`src/rtl/complex_mult_pkg.sv`:
```
// Shared helpers for complex_mult: component split of {im, re} words and
// the output slice MSB index.
package complex_mult_pkg;

   // Highest full-product bit kept in each output component.
   function automatic int slice_msb(input int a_w, input int b_w, input int growth);
      return a_w + b_w - 2 + growth;
   endfunction

   // Real part: low w bits, sign-extended to 32 bits.
   function automatic logic [31:0] comp_re(input logic [63:0] d, input int unsigned w);
      logic [31:0] r;
      for (int unsigned i = 0; i < 32; i++)
         r[i] = (i < w) ? d[i] : d[w-1];
      return r;
   endfunction

   // Imaginary part: bits [2w-1:w], sign-extended to 32 bits.
   function automatic logic [31:0] comp_im(input logic [63:0] d, input int unsigned w);
      logic [31:0] r;
      for (int unsigned i = 0; i < 32; i++)
         r[i] = (i < w) ? d[w+i] : d[2*w-1];
      return r;
   endfunction

endpackage

```
`src/rtl/complex_mult_valid_delay_line.sv`:
```
// Shift register carrying tvalid alongside the arithmetic pipeline; every
// stage is exposed so each data stage can load only when its slot is valid.
module valid_delay_line #(
   parameter int DEPTH = 6
) (
   input  logic             i_clk,
   input  logic             i_rst_n,
   input  logic             i_din,
   output logic [DEPTH-1:0] o_taps
);

   logic [DEPTH-1:0] r_sh;

   always_ff @(posedge i_clk) begin
      if (!i_rst_n) r_sh <= '0;
      else          r_sh <= {r_sh[DEPTH-2:0], i_din};
   end

   assign o_taps = r_sh;

endmodule

```
`src/rtl/complex_mult.sv`:
```
// Pipelined complex multiplier, fixed latency STAGES, no backpressure.
// Define COMPLEX_MULT_SAT_EN to saturate output components instead of wrapping.
module complex_mult
   import complex_mult_pkg::*;
#(
   parameter int OPERAND_WIDTH_A   = 16,
   parameter int OPERAND_WIDTH_B   = 16,
   parameter int OPERAND_WIDTH_OUT = 16,
   parameter int STAGES            = 6,
   parameter int BLOCKING          = 0,
   parameter int GROWTH_BITS       = 0
) (
   input  logic                             aclk,
   input  logic                             aresetn,
   input  logic [2*OPERAND_WIDTH_A-1:0]     s_axis_a_tdata,
   input  logic                             s_axis_a_tvalid,
   input  logic [2*OPERAND_WIDTH_B-1:0]     s_axis_b_tdata,
   input  logic                             s_axis_b_tvalid,
   output logic [2*OPERAND_WIDTH_OUT-1:0]   m_axis_dout_tdata,
   output logic                             m_axis_dout_tvalid
);

   localparam int AW   = OPERAND_WIDTH_A;
   localparam int BW   = OPERAND_WIDTH_B;
   localparam int OW   = OPERAND_WIDTH_OUT;
   localparam int PW   = AW + BW;
   localparam int W    = PW + 1;
   localparam int MSB  = slice_msb(AW, BW, GROWTH_BITS);
   localparam int LSB  = MSB - OW + 1;
   localparam int RSH  = (LSB > 0) ? LSB : 0;
   localparam int LSH  = (LSB < 0) ? -LSB : 0;
   localparam int XW   = W + 2*OW;
   localparam int unsigned NDLY = STAGES - 2;

   logic [2*AW-1:0]   w_a_dat;
   logic [2*BW-1:0]   w_b_dat;
   logic              w_accept;
   logic [STAGES-1:0] w_vtap;

   generate
      if (BLOCKING != 0) begin : g_blk
         logic [2*AW-1:0] r_hold_a;
         logic [2*BW-1:0] r_hold_b;
         logic            r_hold_a_v;
         logic            r_hold_b_v;

         always_ff @(posedge aclk) begin
            if (!aresetn) begin
               r_hold_a   <= '0;
               r_hold_b   <= '0;
               r_hold_a_v <= 1'b0;
               r_hold_b_v <= 1'b0;
            end else if (w_accept) begin
               r_hold_a_v <= 1'b0;
               r_hold_b_v <= 1'b0;
            end else begin
               if (s_axis_a_tvalid) begin
                  r_hold_a   <= s_axis_a_tdata;
                  r_hold_a_v <= 1'b1;
               end
               if (s_axis_b_tvalid) begin
                  r_hold_b   <= s_axis_b_tdata;
                  r_hold_b_v <= 1'b1;
               end
            end
         end

         // A beat on the port supersedes whatever is being held.
         assign w_a_dat  = s_axis_a_tvalid ? s_axis_a_tdata : r_hold_a;
         assign w_b_dat  = s_axis_b_tvalid ? s_axis_b_tdata : r_hold_b;
         assign w_accept = (s_axis_a_tvalid | r_hold_a_v) & (s_axis_b_tvalid | r_hold_b_v);
      end else begin : g_nblk
         assign w_a_dat  = s_axis_a_tdata;
         assign w_b_dat  = s_axis_b_tdata;
         assign w_accept = s_axis_a_tvalid & s_axis_b_tvalid;
      end
   endgenerate

   valid_delay_line #(.DEPTH(STAGES)) u_vdl (
      .i_clk   (aclk),
      .i_rst_n (aresetn),
      .i_din   (w_accept),
      .o_taps  (w_vtap)
   );

   function automatic logic [OW-1:0] f_scale(input logic signed [W-1:0] full);
      logic signed [XW-1:0] x;
      x = (XW'(full) <<< LSH) >>> RSH;
`ifdef COMPLEX_MULT_SAT_EN
      if ((x[XW-1:OW-1] == '0) || (x[XW-1:OW-1] == '1))
         return x[OW-1:0];
      else
         return x[XW-1] ? {1'b1, {(OW-1){1'b0}}} : {1'b0, {(OW-1){1'b1}}};
`else
      return x[OW-1:0];
`endif
   endfunction

   logic signed [AW-1:0] r_ar, r_ai;
   logic signed [BW-1:0] r_br, r_bi;
   logic signed [PW-1:0] r_p_rr, r_p_ii, r_p_ri, r_p_ir;
   logic signed [W-1:0]  w_re_full, w_im_full;
   logic [2*OW-1:0]      r_dat [NDLY];

   assign w_re_full = W'(r_p_rr) - W'(r_p_ii);
   assign w_im_full = W'(r_p_ri) + W'(r_p_ir);

   // Each stage loads only when its slot holds a valid pair, so the output
   // register keeps its last value between results.
   always_ff @(posedge aclk) begin
      if (!aresetn) begin
         r_ar   <= '0;
         r_ai   <= '0;
         r_br   <= '0;
         r_bi   <= '0;
         r_p_rr <= '0;
         r_p_ii <= '0;
         r_p_ri <= '0;
         r_p_ir <= '0;
         for (int unsigned j = 0; j < NDLY; j++) r_dat[j] <= '0;
      end else begin
         if (w_accept) begin
            r_ar <= AW'(comp_re(64'(w_a_dat), AW));
            r_ai <= AW'(comp_im(64'(w_a_dat), AW));
            r_br <= BW'(comp_re(64'(w_b_dat), BW));
            r_bi <= BW'(comp_im(64'(w_b_dat), BW));
         end
         if (w_vtap[0]) begin
            r_p_rr <= PW'(r_ar) * PW'(r_br);
            r_p_ii <= PW'(r_ai) * PW'(r_bi);
            r_p_ri <= PW'(r_ar) * PW'(r_bi);
            r_p_ir <= PW'(r_ai) * PW'(r_br);
         end
         if (w_vtap[1]) r_dat[0] <= {f_scale(w_im_full), f_scale(w_re_full)};
         for (int unsigned j = 1; j < NDLY; j++)
            if (w_vtap[j+1]) r_dat[j] <= r_dat[j-1];
      end
   end

   assign m_axis_dout_tdata  = r_dat[NDLY-1];
   assign m_axis_dout_tvalid = w_vtap[STAGES-1];

endmodule

```
`config.mk`:
```
export PLATFORM = sky130hd
export DESIGN_NAME = complex_mult
export DESIGN_NICKNAME = d
export VERILOG_FILES = /design/src/rtl/complex_mult_pkg.sv /design/src/rtl/complex_mult_valid_delay_line.sv /design/src/rtl/complex_mult.sv
export SDC_FILE = /design/constraint.sdc
export NUM_CORES = 2
export LEC_CHECK = 0
export ABC_AREA = 1
export BUFFER_PORTS_ARGS = -buffer_cell sky130_fd_sc_hd__buf_2
export CORE_ASPECT_RATIO = 0.8
export CORE_MARGIN = 2
export CORE_UTILIZATION = 32
export CTS_CLUSTER_SIZE = 28
export DETAILED_ROUTE_END_ITERATION = 6
export PLACE_DENSITY = 0.56
export SYNTH_ARGS = -nofsm -noshare
export SYNTH_HDL_FRONTEND = slang
export SYNTH_SLANG_ARGS = --single-unit
```
`constraint.sdc`:
```
create_clock -name aclk -period 16.95 [get_ports aclk]
set_input_delay 0.8475 -clock aclk [delete_from_list [all_inputs] [get_ports aclk]]
set_output_delay 0.8475 -clock aclk [all_outputs]
set_load 0.05 [all_outputs]
```
; After elaboration in Yosys (flattened, before gate mapping)
; Memory sizes are Yosys's and may differ from the RTL's.
; Index checks and enable logic that the tools add are counted.
[word_totals]
n_memories = 1
register_bits = 194
out_inout_bits = 33
mem_bits_rw = 128
[op_classes]
muxes = 17
multipliers = 4
n_addsub = 2
n_bitwise = 5
[mem_list]
columns = memory, words, word_bits, rd, rd_ports_with_merged_regs, write_ports, line_no
row1 = r_dat, 4, 32, 4, 0, 4, complex_mult.sv:103  ; logic [2*OW-1:0] r_dat [NDLY];
[op_table]
columns = cell, n
row1 = $mux 32, 4
row2 = $mul 16x16->31, 4
row3 = $add 31x31->31, 1
row4 = $sub 31x31->31, 1
row5 = $mux 1, 13
row6 = $or 1x1->1, 4
row7 = $and 1x1->1, 1

; Depth between registers and ports, before layout
[logic_depth]
ltp_word = 4
depth_mapped = 29
mapped_depth_nobuf = 27

; By module
; Synthesis repeated with hierarchy kept, for this count alone.
[unflattened]
hier_cells = 7434
area_unflattened_um2 = 56326.5
[modules_own_cells]
columns = mod, n_inst, area_per_inst_um2, cells_each
row1 = complex_mult, 1, 56161.4, 7416
row2 = valid_delay_line, 1, 165.2, 18

; Least setup slack after synthesis
; OpenSTA, ideal clock, no wires.
[synth_path]
path_type = reg2reg
from = register r_ai[15]
to = register r_p_ir[28]
stages_incl_launch_ff = 25
path_slack_ns = 11.280
path_buffers = 2
t_required_ns = 16.841
t_arrival_ns = 5.561
cell_sequence = dfxtp_1 buf_4 clkbuf_1 nand2_1 inv_1 fa_1 inv_1 fa_1 inv_1 fa_1 fa_1 fa_1 inv_1 fa_1 inv_1 ha_1 nand2_1 nor2_1 nand2_1 nor4_1 nand2_1 nand4_1 nand3_1 nand2_1 inv_1
[synth_between]
elab_chain_cells = 1
[synth_lines]
columns = element, line_no
row1 = from (decl), complex_mult.sv:99  ; logic signed [AW-1:0] r_ar, r_ai;
row2 = from (signal assigned), complex_mult.sv:124  ; r_ai <= AW'(comp_im(64'(w_a_dat), AW));
row3 = $mul 16x16->31, complex_mult.sv:132  ; r_p_ir <= PW'(r_ai) * PW'(r_br);
row4 = to (signal assigned), complex_mult.sv:132
row5 = to (decl), complex_mult.sv:101  ; logic signed [PW-1:0] r_p_rr, r_p_ii, r_p_ri, r_p_ir;
; No other way between the ends.
; A chain may end at the register's enable or synchronous reset.

; Final worst setup path
[layout_path]
from = register r_bi[1]
to = register r_p_ii[30]
[layout_between]
elab_chain_cells = 1
[layout_lines]
columns = element, line_no
row1 = from (decl), complex_mult.sv:100  ; logic signed [BW-1:0] r_br, r_bi;
row2 = from (signal assigned), complex_mult.sv:126  ; r_bi <= BW'(comp_im(64'(w_b_dat), BW));
row3 = $mul 16x16->31, complex_mult.sv:130  ; r_p_ii <= PW'(r_ai) * PW'(r_bi);
row4 = to (signal assigned), complex_mult.sv:130
row5 = to (decl), complex_mult.sv:101
; No other way between the ends.

==> impl_metrics.env <==
export IMPL_cts_setup_buffers=0
export IMPL_dp_final_hpwl_um=141000
export IMPL_path_clk_slew_ns=0.06
export IMPL_critPathMaxFanout=18
export IMPL_dpl_cell_count=9582
export IMPL_drc=0
export IMPL_yosysUniqueCellTypes=46
export IMPL_p_int_uw=1970
export IMPL_post_route_min_period_ns=6.79
export IMPL_die_h_um=380
export IMPL_met1_usage_pct=29.1
export IMPL_chipWidth_um=474
export IMPL_cp_required_ns=17.49
export IMPL_synth_edff_count=128
export IMPL_use_met2_pct=33.9
export IMPL_clkLatencyLatePin_ns=0.65
export IMPL_synth_main_ff_cell="dfxtp_1"
export IMPL_maxSlewHeadroom_pct=22.7
export IMPL_cts_hold_buffers=0
export IMPL_wl_per_cell_um=18.6
export IMPL_fin_nets=8803
export IMPL_core_area_sq_um=175000
export IMPL_async_flop_share_pct=0
export IMPL_fin_setup_tns_ns=0
export IMPL_fin_area_sq_um=60500
export IMPL_p_sw_share_pct=46.1
export IMPL_finalSetupViolCount=0
export IMPL_htreeDepth=2
export IMPL_clk_path_buf_depth=3
export IMPL_viasPerCell=4.75
export IMPL_ios=101
export IMPL_yosys_warnings=0
export IMPL_cp_start_kind="flop"
export IMPL_grt_pass1_vias=48983
export IMPL_use_met3_pct=2.24
export IMPL_numCtsBuffers=42
export IMPL_dieArea_sq_um=180000
export IMPL_initial_utilization_pct=32.3
export IMPL_cp_top_family="adder cells"
export IMPL_fin_total_pwr_uw=3650
export IMPL_power_density_nw_per_um2=60.3
export IMPL_min_path_type="in2reg"
export IMPL_drtIter0Drc=3368
export IMPL_drv_slew=0
export IMPL_cts_num_sinks=322
export IMPL_peakVddDrop_uv=67.1
export IMPL_routed_wirelength_um=180000
export IMPL_critical_path_slowest_cell="dfxtp_1"
export IMPL_stdcell_count=9660
export IMPL_final_util_pct=34.6
export IMPL_grt_use_total_pct=20.6
export IMPL_finalHoldViolCount=0
export IMPL_numPortBuffers=100
export IMPL_placementRows=137
export IMPL_postCtsResizedCells=0
export IMPL_fill_cells=18550
export IMPL_synth_cells=7443
export IMPL_min_period_over_period_pct=40.1
export IMPL_antenna_found_initial=7
export IMPL_grt_pass1_wl_um=287000
export IMPL_dpl_cell_area_sq_um=59100
export IMPL_crit_buf_inv=8
export IMPL_drt_first_pass_iters=6
export IMPL_grt_max_degree=97
export IMPL_status="finished, final reports clean"
export IMPL_endpoint_kind="flop"
export IMPL_slowest_delay_ns=0.99
export IMPL_ant_nets=0
export IMPL_grt_ovfl_total=0
export IMPL_ys_ff_latch=322
export IMPL_syn_cell_area_sq_um=56400
export IMPL_gp_congestion=0.921
export IMPL_p_seq_share_pct=25.1
export IMPL_crit_path_frequent_cell="inv_1"
export IMPL_cts_tree="done"
export IMPL_cts_root_buf="clkbuf_16"
export IMPL_rsz0062_at_grt="false"
export IMPL_area_growth_pct=7.20
export IMPL_syn_area_per_cell_sq_um=7.58
export IMPL_timing_max_cap_violations=0
export IMPL_power_frac_clock_pct=25.6
export IMPL_fin_skew_ns=0.0593
export IMPL_layout_drive_gt1_share_pct=4.05
export IMPL_p_comb_share_pct=49.3
export IMPL_tightest_slew_ns=1.16
export IMPL_gr_max_usage_layer="met2"
export IMPL_leakage_uw=0.0349
export IMPL_seq_area_frac_synth_pct=13.7
export IMPL_vias=45912
export IMPL_switchingPower_uw=1680
export IMPL_crit_type="reg2reg"
export IMPL_syn_num_nets=8913
export IMPL_critPathArrivalTime_ns=7.33
export IMPL_max_freq_mhz=147
power by group through the flow:
stage	sequential, uW	clock [uW]	combinational, uW
after global placement	929	0	1800
after CTS	913	960	1820
after detailed placement	930	0	1800
final	916	933	1800
after floorplan	884	0	1230
after global routing	918	983	2040
final timing paths:
path / startpoint / end / slack (ns) / cells past startpoint
hold reg to reg: r_p_ii[2] / r_p_ii[2] / 0.47 / 2
hold / removal: s_axis_b_tdata[0] / r_br[0] / 0.45 / 3
setup reg to reg: r_bi[1] / r_p_ii[30] / 10.16 / 25
setup / recovery: r_bi[1] / r_p_ii[30] / 10.16 / 25
cell usage after synthesis, types with 4 or more instances:
| cell type | count | area [sq um] |
|---|---|---|
| ha_1 | 378 | 4730 |
| inv_1 | 2063 | 7740 |
| o21bai_1 | 24 | 180 |
| xnor2_1 | 11 | 96.3 |
| buf_2 | 10 | 50.1 |
| xor2_1 | 54 | 473 |
| edfxtp_1 | 128 | 3840 |
| nand2_2 | 12 | 75.1 |
| buf_1 | 11 | 41.3 |
| nor2_1 | 557 | 2090 |
| nor3_2 | 8 | 80.1 |
| nand2_1 | 1747 | 6560 |
| nor4_1 | 7 | 43.8 |
| o211ai_1 | 12 | 90.1 |
| a21o_1 | 25 | 188 |
| nor2_2 | 7 | 43.8 |
| nand2b_1 | 5 | 31.3 |
| fa_1 | 1024 | 20500 |
| a21boi_0 | 10 | 75.1 |
| dfxtp_1 | 194 | 3880 |
| nand3_1 | 203 | 1020 |
| inv_2 | 5 | 18.8 |
| a21oi_1 | 270 | 1350 |
| o21ai_1 | 16 | 80.1 |
| nand3b_1 | 12 | 90.1 |
| o21ai_0 | 236 | 1180 |
| a31oi_1 | 4 | 25.0 |
| nand4_1 | 45 | 282 |
| clkbuf_1 | 292 | 1100 |
| nor3_1 | 30 | 150 |
| or2_2 | 7 | 43.8 |
| o21a_1 | 13 | 97.6 |
layer usage:
metal	vias to the layer above	routed length, um	share of wire [%]
li1	21376	-	-
met1	23112	82500	46
met2	1191	83100	46
met3	231	10600	5.9
met4	2	3880	2.2
met5	-	12	0.0067
flip-flops by register name (all words and copies together) (netlist names):
| register | flops |
|---|---|
| r_p_ir | 31 |
| r_br | 16 |
| r_ai | 16 |
| r_bi | 16 |
| r_p_ii | 31 |
| r_dat | 128 |
| r_ar | 16 |
| u_vdl.o_taps | 6 |
| r_p_ri | 31 |
| r_p_rr | 31 |
through the flow:
stage	hold slack [ns]	worst slack, ns
after floorplan	0.437	11.28
after global placement	0.455	10.29
after detailed placement	0.463	10.28
after CTS	0.407	10.24
after global routing	0.456	9.71
final	0.454	10.16
worst register-to-register path, cell delays in order (launching register included):
cell	delay, ns
dfxtp_1	0.99
buf_4	0.40
nand2_1	0.14
inv_1	0.15
fa_1	0.55
inv_1	0.15
fa_1	0.45
inv_1	0.33
fa_1	0.51
fa_1	0.51
fa_1	0.49
inv_1	0.05
fa_1	0.47
inv_1	0.04
ha_1	0.35
nand2_1	0.12
nor2_1	0.18
nand2_1	0.10
nor3b_1	0.20
nand2_1	0.07
inv_1	0.06
nor2_1	0.07
nand3_1	0.09
nand3_1	0.08
nand2_1	0.09
inv_1	0.04
placed cells by master (no fill, tap or decap), types with 24 or more instances in the layout:
cell and instances:
nor2_1 557, a21o_1 25, nand4_1 45, nor3_1 30, nand2_1 1745, o21bai_1 24, a21oi_1 270, buf_2 99
buf_4 63, dfxtp_1 179, o21ai_0 236, ha_1 378, clkbuf_16 42, inv_1 2062, edfxtp_1 128, xor2_1 54
nand3_1 203, fa_1 1024
logic make-up (layout without fill, tap and decap cells):
group / after synthesis / after routing / share of synthesized area [%]
AND/OR/NAND/NOR: 2650 / 2650 / 18.8
buffers and inverters: 2385 / 2308 / 15.9
adder cells (fa/ha/maj): 1402 / 1402 / 44.7
AO/OA/AOI/OAI: 619 / 619 / 5.93
flip-flops: 322 / 322 / 13.7
XOR/XNOR: 65 / 65 / 1.01
other: 0 / 1 / 0
area by class of cell:
| cell class | instances | area [sq um] | share of cell area [%] |
|---|---|---|---|
| tap | 2293 | 2870 | 4.74 |
| clock buffer | 55 | 1180 | 1.96 |
| clock inverter | 22 | 224 | 0.370 |
| sequential | 322 | 7750 | 12.8 |
| timing repair buffer | 162 | 968 | 1.60 |
| multi-input combinational | 4736 | 39700 | 65.7 |
| antenna | 1 | 2.50 | 0.00414 |
| inverter | 2069 | 7770 | 12.8 |
Note: power is estimated with default switching activity, not from simulation.
